## config.mk

```make
export PLATFORM = sky130hd
export DESIGN_NAME = password_enroll
export DESIGN_NICKNAME = d
export VERILOG_FILES = /design/src/rtl/password_enroll.sv
export SDC_FILE = /design/constraint.sdc
export NUM_CORES = 1
export LEC_CHECK = 0
export CAP_MARGIN = 20
export CORE_AREA = 2 2 102 104
export DETAILED_ROUTE_END_ITERATION = 16
export DIE_AREA = 0 0 104 106
export PLACE_DENSITY = 0.58
export SYNTH_ARGS = -nofsm -noshare
export SYNTH_HDL_FRONTEND = slang
export SYNTH_SLANG_ARGS = --single-unit
```

## constraint.sdc

```tcl
create_clock -name clk -period 8.6 [get_ports clk]
set_input_delay 1.72 -clock clk [delete_from_list [all_inputs] [get_ports clk]]
set_output_delay 1.72 -clock clk [all_outputs]
set_load 0.02 [all_outputs]
```

## src/rtl/password_enroll.sv

```systemverilog
// password_enroll: two-pass switch-entered code enrollment with HEX progress/result display
module password_enroll #(
  parameter int                  DIGITS       = 4,
  parameter logic [4*DIGITS-1:0] DEFAULT_CODE = 16'h2018,
  parameter int                  HOLD_CYCLES  = 25_000_000
) (
  input  logic                  clk,
  input  logic                  rst,
  input  logic                  start,
  input  logic [9:0]            sw_pulse,
  output logic [4*DIGITS-1:0]   code_q,
  output logic                  busy,
  output logic                  enroll_ok,
  output logic                  enroll_err,
  output logic [6:0]            HEX0,
  output logic [6:0]            HEX1,
  output logic [6:0]            HEX2,
  output logic [6:0]            HEX3
);
  localparam int CW = $clog2(DIGITS + 1);
  localparam int HW = HOLD_CYCLES > 1 ? $clog2(HOLD_CYCLES) : 1;
  localparam logic [6:0] BLANK = 7'h7F;
  localparam logic [6:0] DASH  = 7'h3F;
  localparam logic [6:0] UNDER = 7'h77;

  typedef enum logic [2:0] {IDLE, ENTER, CONFIRM, DONE, ERROR} state_t;

  state_t              state_q, state_d;
  logic [CW-1:0]       cnt_q, cnt_d;
  logic [HW-1:0]       hold_q, hold_d;
  logic [4*DIGITS-1:0] shadow_q, shadow_d;
  logic [4*DIGITS-1:0] code_d;
  logic                ok_q, ok_d, err_q, err_d;
  logic [3:0]          digit;
  logic                valid, last;
  int                  nib;
  logic [6:0]          hex [4];

  // one-hot switch pulse to digit value; multi-hot flagged as invalid
  always_comb begin
    digit = '0;
    for (int i = 0; i < 10; i++) if (sw_pulse[i]) digit = 4'(i);
    valid = (sw_pulse != '0) && ((sw_pulse & (sw_pulse - 10'd1)) == '0);
    last  = cnt_q == CW'(DIGITS - 1);
    nib   = 4 * (DIGITS - 1 - int'(cnt_q));
  end

  // enrollment FSM: start overrides everything, shadow is written MS nibble first
  always_comb begin
    state_d  = state_q;
    cnt_d    = cnt_q;
    hold_d   = hold_q;
    shadow_d = shadow_q;
    code_d   = code_q;
    if (start) begin
      state_d = ENTER;
      cnt_d   = '0;
      hold_d  = '0;
    end else begin
      case (state_q)
        ENTER: if (sw_pulse != '0) begin
          if (!valid) state_d = ERROR;
          else begin
            shadow_d[nib +: 4] = digit;
            cnt_d   = last ? '0 : cnt_q + 1'b1;
            state_d = last ? CONFIRM : ENTER;
          end
        end
        CONFIRM: if (sw_pulse != '0) begin
          if (!valid || shadow_q[nib +: 4] != digit) state_d = ERROR;
          else if (last) begin
            state_d = DONE;
            code_d  = shadow_q;
            cnt_d   = '0;
          end else cnt_d = cnt_q + 1'b1;
        end
        DONE, ERROR: begin
          state_d = hold_q == HW'(HOLD_CYCLES - 1) ? IDLE : state_q;
          hold_d  = hold_q == HW'(HOLD_CYCLES - 1) ? '0 : hold_q + 1'b1;
        end
        default: ;
      endcase
    end
    ok_d  = state_d == DONE  && state_q != DONE;
    err_d = state_d == ERROR && state_q != ERROR;
  end

  // state, counters, shadow and committed code registers
  always_ff @(posedge clk or negedge rst) begin
    if (!rst) begin
      state_q  <= IDLE;
      cnt_q    <= '0;
      hold_q   <= '0;
      shadow_q <= '0;
      code_q   <= DEFAULT_CODE;
      ok_q     <= 1'b0;
      err_q    <= 1'b0;
    end else begin
      state_q  <= state_d;
      cnt_q    <= cnt_d;
      hold_q   <= hold_d;
      shadow_q <= shadow_d;
      code_q   <= code_d;
      ok_q     <= ok_d;
      err_q    <= err_d;
    end
  end

  // display decode straight from registered state and digit count
  always_comb begin
    for (int i = 0; i < 4; i++)
      hex[i] = (state_q == ENTER   && i < int'(cnt_q)) ? DASH  :
               (state_q == CONFIRM && i < int'(cnt_q)) ? UNDER : BLANK;
    if (state_q == DONE) begin
      hex[3] = 7'h21;
      hex[2] = 7'h23;
      hex[1] = 7'h2B;
      hex[0] = 7'h06;
    end
    if (state_q == ERROR) begin
      hex[3] = 7'h06;
      hex[2] = 7'h2F;
      hex[1] = 7'h2F;
      hex[0] = BLANK;
    end
  end

  assign busy       = state_q == ENTER || state_q == CONFIRM;
  assign enroll_ok  = ok_q;
  assign enroll_err = err_q;
  assign HEX0       = hex[0];
  assign HEX1       = hex[1];
  assign HEX2       = hex[2];
  assign HEX3       = hex[3];
endmodule

```

=== Word-level counts from Yosys, hierarchy flattened ===
Cells that the tools add are included.

* Add/subtract/negate cells: 5
* Equality and inequality tests: 15
* Shifts and indexed selects: 3
* Mux-type cells: 39
* Bitwise operators: 3
* Order comparisons: 4
* Reductions and logical operators: 22

{| class="wikitable"
|+ Operators by type and width
! kind !! number
|-
| $mux 25 || 3
|-
| $mux 28 || 2
|-
| $mux 4 || 11
|-
| $mux 3 || 13
|-
| $neg 6->33 || 1
|-
| $shift 4x33->16 const A || 1
|-
| $shiftx 4x33->16 || 1
|-
| $mux 7 || 4
|-
| $add 25x1->25 const B || 1
|-
| $eq 25x25->1 const B || 1
|-
| $bwmux 16 || 1
|-
| $shiftx 16x6->4 || 1
|-
| $ne 3x3->1 const B || 5
|-
| $eq 3x2->1 const B || 4
|-
| $logic_and 1x1->1 || 11
|-
| $and 10x10->10 || 1
|-
| $logic_not 10->1 || 1
|-
| $reduce_and 5->1 || 2
|-
| $reduce_bool 10->1 || 1
|-
| $sub 10x1->10 const B || 1
|-
| $pmux 3 s3 || 1
|-
| $eq 3x3->1 const B || 2
|-
| $lt 1x3->1 const A || 2
|-
| $lt 2x3->1 const A || 2
|-
| other kinds (15) || 18
|}

* Output and inout bits: 47
* Bits in registers: 65

=== Logic depth before layout (Yosys ltp) ===
Gate-level depths: netlist (run 1).

* Depth after elaboration: 17
* Gate-level depth with buffers: 10

=== Worst setup path after synthesis (run 1) ===
Ideal clock, no wire load.

* Path kind: input to register
* Start point: input port sw_pulse[0]
* End point: register shadow_q[0]
* Arrival: 3.976 ns
* Data required time: 8.475 ns
* Slack: 4.499 ns
* Stages: 7
* Setup time: 0.125 ns
* Path through: or3_4 > or3_1 > o22a_2 > or4_1 > buf_6 > nor4_4 > mux2_4

* Longest elaborated chain between the ends: 5
* Elaborated cells between the ends (all ways): 6

{| class="wikitable"
|+ RTL lines
! element !! line !! text
|-
| from (decl) || 10 || <nowiki>input logic [9:0] sw_pulse,</nowiki>
|-
| $sub 10x1->10 || 43 || <nowiki>valid = (sw_pulse != '0) && ((sw_pulse & (sw_pulse - 10'd1)) == '0);</nowiki>
|-
| $and 10x10->10 || 43 ||
|-
| $logic_not 10->1 || 43 ||
|-
| $logic_and 1x1->1 || 43 ||
|-
| $reduce_and 4->1 (no source line) (*) || - ||
|-
| to (signal assigned) || 102 || <nowiki>shadow_q <= shadow_d;</nowiki>
|-
| to (decl) || 31 || <nowiki>logic [4*DIGITS-1:0] shadow_q, shadow_d;</nowiki>
|}

Mark *: on every way between the ends. The rest lies on a longest branch, timed or not.
A chain may end at the register's enable or synchronous reset.

=== Final worst setup path (run 1) ===
* Start point: input port sw_pulse[4]
* End point: register shadow_q[0]

* Longest elaborated chain between the ends: 8
* Elaborated cells between the ends (all ways): 14

{| class="wikitable"
|+ RTL lines
! element
|-
| branches (longest 8 deep; another with $sub 10x1->10)
|}

Several ways; the timed one is not identified.

==> results.ini, run 1 <==
[worst_setup_path]
cp.arrival_ns=4.79
required_ns=8.83
r2r_cells=6
cp-end-kind=register
reg2reg_slack_ns=5.19
worst-setup-path-type=in2reg
critPathLaunchType=primary input
crit_fanout=8
r2r_start=cnt_q[0]
r2r-end=code_q[8]

[timing]
tightest_slew_ns=0.8608
finalWorstSetupSlack_ns=4.035
hold_slack_ns=0.5067
rsz0062_at_grt=false
maxSlewViolCount=0
setup_viol=0
hold_violations=0
skew_ns=0.01334
post-route-period-util_pct=53.08
max_slew_margin_pct=42.09
fmax_mhz=219.1
fin_crit_ns=4.565
finalSetupTns_ns=0

[placed_design]
hpwl_um=6263
port_buffers=51
place_ws_ns=3.686
placed_cells=556
post_dp_cell_area_mm2=0.004399
globalplace.congestion=0.8376

[global_routing]
grt_antenna_before_repair=0
grt_pass1_vias=3030
grt_overflow_total=0
grt_pass1_wl_um=14820
grt_use_total_pct=16.51
grt_max_degree=66

[floorplanning]
die_area_mm2=0.01102
start_util_pct=38.90
fp-row-count=37
die_x_um=104
io-pin-count=60
core_area_mm2=0.01000
die_height_um=106

[power_and_ir_drop]
p_int_mw=0.4472
powerDensity_mw_per_mm2=135.9
clkPwrFrac_pct=38.3
pwr-share-comb_pct=11.4
swShare_pct=28.13
ir_drop_v=0.00006942
power_mw=0.6222
pwr-share-seq_pct=50.3
cellLeakagePower_nw=1.995
p_switching_mw=0.1750

[final_layout]
stdcell_area_mm2=0.004578
instances_no_fill=572
final_cell_mix=dfrtp_1, clkdlybuf4s50_1, nor2_1
drive_gt1_share_pct=15.83
fin_util_pct=45.78
final_common_cell=dfrtp_1
area_growth_pct=17.69
n_antenna_cell=0
nets=451

[cts]
clkTransAtPathRegs_ns=0.07
clock_latency_ns=0.34
clock_path_buffers=2
cts_tree=done
cts.hold.buffers_added=0
cts.sinks=65
cts-buffers-inserted=9
cts_setup_buffers=0
h-tree-depth=3
cts.repair.resized=0
root_buffer=clkbuf_8

[yosys]
synth_edf_count=0
synthArstFlopShare_pct=100.0
ys_ff_latch=65
yosys.cell_types.count=60
ys.flop_type=dfrtp_1
syn-mean-instance-area_um2=9.923
syn-instance-count=392
syn_area_mm2=0.003890
ys_seq_area_share_pct=41.91
ys_warn_count=0

[worst_hold_path]
hold_path_startpoint=code_q[11]
hold_depth=1
hold_class=reg2reg
hold_path_end=code_q[11]

[routing]
first_iter_violations=120
wl_per_cell_um=15.37
dr.pass1.iters=4
postRouteWirelength_um=8790
drt_drc_violations_left=0
detail-route-antenna-nets=0
dr_total_vias=2955
viasPerCell=5.166

[outcome]
outcome=completed

[flow_run]
cap_violations=0

==> routing by layer <==
metal	part of all wire, %	GRT usage, %
met4	1.3	5.405
met5	0	0
met2	49	28.20
met3	3.2	3.311
met1	46	21.06
==> final cells by class <==
type	count	area (um2)
fill	996	5421
sequential	65	1630
tap	136	170.2
timing repair buffer	53	520.5
clock inverter	6	41.29
clock buffer	10	137.6
inverter	17	63.81
multi-input combinational	285	2014
==> kinds of logic (layout without fill, tap and decap cells) <==
group                    after synthesis  in the layout  share of synthesized area [%]
multiplexers                          37             37                          12.51
other                                  1              8                        0.09640
buffers and inverters                 49             86                          6.979
XOR/XNOR                              14             14                          3.152
AND/OR/NAND/NOR                      151            151                          22.16
flip-flops                            65             65                          41.91
adder cells (fa/ha/maj)                8              8                          2.509
AO/OA/AOI/OAI                         67             67                          10.68
==> power by group through the flow <==
| stage | combinational [mW] | clock, mW | sequential, mW |
|---|---|---|---|
| floorplan | 0.0441 | 0 | 0.317 |
| global route | 0.0779 | 0.257 | 0.314 |
| CTS | 0.0717 | 0.246 | 0.313 |
| global placement | 0.0709 | 0 | 0.319 |
| finish | 0.0709 | 0.238 | 0.313 |
| detailed placement | 0.0712 | 0 | 0.319 |
==> sequential cells by signal, indices dropped and copies added, names as in the netlist <==
| signal | cells |
|---|---|
| state_q | 3 |
| cnt_q | 3 |
| enroll_ok | 1 |
| code_q | 16 |
| enroll_err | 1 |
| shadow_q | 16 |
| hold_q | 25 |
==> synth_stat cells (4+ instances only) <==
master | n | area share (%)
nor4_1 | 5 | 0.80
nand2_1 | 26 | 2.5
a21oi_1 | 15 | 1.9
or3_1 | 6 | 0.97
o21ai_0 | 29 | 3.7
or2_2 | 4 | 0.64
nor3b_1 | 5 | 0.97
clkbuf_1 | 10 | 0.97
nand3_1 | 11 | 1.4
xnor2_1 | 5 | 1.1
buf_4 | 17 | 3.3
o31ai_1 | 4 | 0.77
nand4_1 | 7 | 1.1
and3_1 | 8 | 1.3
nor2b_1 | 9 | 1.4
nor3_1 | 11 | 1.4
dfrtp_1 | 62 | 40
a211oi_1 | 4 | 0.77
inv_1 | 16 | 1.5
nor2_1 | 35 | 3.4
ha_1 | 7 | 2.3
mux2i_1 | 4 | 1.0
mux2_2 | 19 | 5.5
mux2_4 | 11 | 4.2
xor2_1 | 9 | 2.0
==> worst max-delay path, stage by stage <==
cell	delay [ns]
clkdlybuf4s50_1	0.51
or2_2	0.36
or3_1	0.40
o22a_2	0.22
or4_1	0.68
nor4_4	0.55
mux2_4	0.34
==> how the worst max path moves through the flow <==
stage,startpoint,to,slack (ns),cells past startpoint
global route,sw_pulse[4],shadow_q[0],3.91,7
CTS,sw_pulse[4],shadow_q[0],4.04,7
global placement,sw_pulse[4],shadow_q[0],3.69,7
floorplan,sw_pulse[0],shadow_q[0],4.50,7
detailed placement,sw_pulse[4],shadow_q[0],3.69,7
finish,sw_pulse[4],shadow_q[0],4.03,7
(Power assumes the default switching activity.)
==> run 2: changes to the inputs <==
- clock period: 8.6 -> 4.75 ns (I/O delays scaled with it)
==> results.ini, run 2 (same netlist as run 1, synthesis figures left out) <==
[outcome]
outcome=completed

[timing]
skew_ns=0.01272
rsz0062_at_grt=false
fin_crit_ns=3.760
fmax_mhz=265.9
hold_violations=0
post-route-period-util_pct=79.16
max_slew_margin_pct=52.51
setup_viol=0
finalSetupTns_ns=0
maxSlewViolCount=0
tightest_slew_ns=0.7124
hold_slack_ns=0.5093

[routing]
drt_drc_violations_left=0
detail-route-antenna-nets=0
first_iter_violations=127
wl_per_cell_um=15.87
dr.pass1.iters=4
postRouteWirelength_um=9143
dr_total_vias=3038
viasPerCell=5.274

[power_and_ir_drop]
power_mw=1.259
powerDensity_mw_per_mm2=269.7
ir_drop_v=0.0001461
cellLeakagePower_nw=2.047

[global_routing]
grt_use_total_pct=16.96
grt_pass1_wl_um=15020
grt_antenna_before_repair=0
grt_pass1_vias=3020
grt_overflow_total=0
grt_max_degree=38

[floorplanning]
core_area_mm2=0.01000
io-pin-count=60
die_x_um=104
die_area_mm2=0.01102
fp-row-count=37
die_height_um=106
start_util_pct=38.90

[final_layout]
largest_reg_flops=25
final_cell_mix=dfrtp_1, clkdlybuf4s50_1, nor2_1
largest-register=hold_q
drive_gt1_share_pct=16.59
stdcell_area_mm2=0.004666
largest_registers=hold_q: 25 flops, code_q: 16 flops, shadow_q: 16 flops
area_growth_pct=19.94
nets=455
final_common_cell=dfrtp_1
n_antenna_cell=0
fillCellCount=966

[worst_setup_path]
crit_fanout=8
cp.arrival_ns=3.99
r2r_start=cnt_q[0]
crit_start=sw_pulse[4]
cp-end-kind=register
required_ns=4.98
worst-setup-path-type=in2reg
critPathLaunchType=primary input

[placed_design]
port_buffers=51
hpwl_um=6651
globalplace.congestion=0.8475
post_dp_cell_area_mm2=0.004429

[cts]
cts.repair.resized=0
root_buffer=clkbuf_8
cts-buffers-inserted=9
clock_path_buffers=2
clkTransAtPathRegs_ns=0.08
cts.hold.buffers_added=0
h-tree-depth=3
cts_setup_buffers=0
clock_latency_ns=0.35
cts_tree=done
cts.sinks=65

[flow_run]
cap_violations=0

[worst_hold_path]
hold_class=reg2reg
hold_path_startpoint=code_q[11]

## run 2: through the flow
stage,utilization [%],setup slack (ns),cells
after floorplan,-,1.419,399
after global placement,44.29,0.6138,560
after detailed placement,44.29,0.6328,560
after CTS,46.66,0.9872,576
after global routing,46.66,0.8698,576
final,46.66,0.9897,576
## run 2: area by class of cell
class	instances	area [um2]	area share, %
Clock buffer	11	151.4	3.245
Multi-Input combinational cell	285	2014	43.18
Timing Repair Buffer	57	550.5	11.80
Inverter	17	63.81	1.368
Clock inverter	5	85.08	1.824
Sequential cell	65	1630	34.94
Tap cell	136	170.2	3.647
## run 2: worst paths after layout
path	end	slack, ns	cells past startpoint
worst max register to register	code_q[5]	1.33	6
worst min register to register	code_q[11]	0.51	1
min in group asynchronous	shadow_q[0]	0.65	1
max in group asynchronous	code_q[4]	3.14	2
worst max-delay path	shadow_q[0]	0.99	7
worst min-delay path	code_q[11]	0.51	1
## run 2: where the power goes
part / switching (mW) / leakage, nW / total (mW) / internal [mW]
combinational: 0.0820 / 1.05 / 0.131 / 0.0495
clock: 0.232 / 0.117 / 0.560 / 0.328
sequential: 0.00779 / 0.880 / 0.567 / 0.559
## run 2: layer usage
layer  track usage, %  part of all wire (%)  vias up
met2            30.08                    51       61
met5                0                     0        -
met4            5.212                  0.94        0
met1            20.77                    45     1502
met3            3.495                   3.2        7
li1                 -                     -     1468
## run 2: critical path, stage by stage
cell and delay (ns):
clkdlybuf4s50_1 0.50, or2_2 0.35, or3_1 0.40, o22a_2 0.22, or4_1 0.67, nor4_4 0.54
mux2_4 0.35
==> run 3: changes to the inputs <==
- PLACE_DENSITY: 0.58 -> 0.61
- clock period: 4.75 -> 3.1 ns (I/O delays scaled with it)
==> results.ini, run 3 (same netlist as run 1, synthesis figures left out) <==
[floorplanning]
start_util_pct=38.90
die_area_mm2=0.01102
fp-row-count=37
die_x_um=104
io-pin-count=60
die_height_um=106
core_area_mm2=0.01000

[routing]
dr.pass1.iters=4
wl_per_cell_um=15.14
dr_total_vias=3136
detail-route-antenna-nets=0
viasPerCell=5.116
first_iter_violations=159
drt_drc_violations_left=0
postRouteWirelength_um=9280

[cts]
cts-buffers-inserted=9
h-tree-depth=3
cts.sinks=65
cts_tree=done
clock_path_buffers=2
root_buffer=clkbuf_8
cts.hold.buffers_added=0
clock_latency_ns=0.35
clkTransAtPathRegs_ns=0.08

[power_and_ir_drop]
cellLeakagePower_nw=2.253
power_mw=1.849
clkPwrFrac_pct=40.6
p_switching_mw=0.5153
p_int_mw=1.333
powerDensity_mw_per_mm2=373.3
ir_drop_v=0.0002485
pwr-share-comb_pct=12.5
swShare_pct=27.88
pwr-share-seq_pct=47.0

[final_layout]
instances_no_fill=613
fillCellCount=955
seq_area_mm2=0.001630
fin_util_pct=49.52
drive_gt1_share_pct=23.69
multi_input_area_mm2=0.002039
final_common_cell=dfrtp_1
n_antenna_cell=0
stdcell_area_mm2=0.004952
largest_registers=hold_q: 25 flops, code_q: 16 flops, shadow_q: 16 flops
nets=492
area_growth_pct=27.31
largest-register=hold_q
largest_reg_flops=25
final_cell_mix=dfrtp_1, clkdlybuf4s50_1, buf_4

[timing]
hold_slack_ns=0.2168
rsz0062_at_grt=false
hold_violations=0
tightest_slew_ns=0.5512
fmax_mhz=332.1
setup_viol=0
maxSlewViolCount=0
max_slew_margin_pct=62.97
finalWorstSetupSlack_ns=0.08871
skew_ns=0.009741
finalSetupTns_ns=0
fin_crit_ns=3.011
post-route-period-util_pct=97.14

[global_routing]
grt_pass1_vias=3172
grt_pass1_wl_um=15730
grt_use_total_pct=17.62
grt_antenna_before_repair=0
grt_max_degree=24
grt_overflow_total=0

[worst_hold_path]
hold_class=in2async

[worst_setup_path]
worst-setup-path-type=in2reg
crit_fanout=4
cp-end-kind=register
cp.arrival_ns=3.25
critPathLaunchType=primary input
required_ns=3.34
reg2reg_slack_ns=0.25

[placed_design]
place_ws_ns=-0.4854
post_dp_cell_area_mm2=0.004705
hpwl_um=6842
placed_cells=595
globalplace.congestion=0.8636
port_buffers=51

[outcome]
outcome=completed

[flow_run]
cap_violations=0

[run 3: cell count changes in the layout (fill, tap and decap cells not counted), sizes merged]
cell	change
buf	+37
bufinv	-1
clkbuf	-2
clkdlybuf4s50	-3
clkinv	+2
clkinvlp	+1
dlymetal6s2s	+3
[run 3: repair_timing]
item	in CTS	in global routing
gates resized for setup	1	10
setup endpoints to repair	17	20
buffers inserted	0	2
pin swaps	0	7
[run 3: path summary, 6_finish.rpt]
path,end,start,cells after the start
max,shadow_q[7],sw_pulse[3],9
min,code_q[5],rst,1
max reg2reg,code_q[2],cnt_q[0],7
min reg2reg,code_q[11],code_q[11],1
max in group asynchronous,hold_q[7],rst,2
min in group clk,code_q[11],code_q[11],1
[run 3: cell type report]
type / count / share of cell area [%]
multi-input combinational: 285 / 41.18
tap: 136 / 3.436
inverter: 17 / 1.289
clock inverter: 7 / 1.541
timing repair buffer: 94 / 17.13
sequential: 65 / 32.92
clock buffer: 9 / 2.501
[run 3: worst max-delay path: stages]
cell and delay (ns):
clkdlybuf4s50_1 0.43, or2_4 0.28, or3_4 0.38, o22a_2 0.20
or4_4 0.55, nor3_4 0.22, nand4_1 0.11, buf_4 0.17
mux2_4 0.29
[run 3: per-layer routing]
layer	GRT usage [%]	routed length, um	vias up
met4	4.633	122	0
met1	22.67	4182	1527
met5	0	0	-
met3	4.537	418	10
li1	-	-	1539
met2	29.61	4557	60
[run 3: power groups by stage]
stage	clock (mW)	combinational [mW]	sequential (mW)
2_1_floorplan	0	0.122	0.881
3_3_place_gp	0	0.227	0.884
3_5_place_dp	0	0.229	0.884
4_1_cts	0.771	0.231	0.868
5_1_grt	0.815	0.254	0.871
6_report	0.750	0.230	0.869
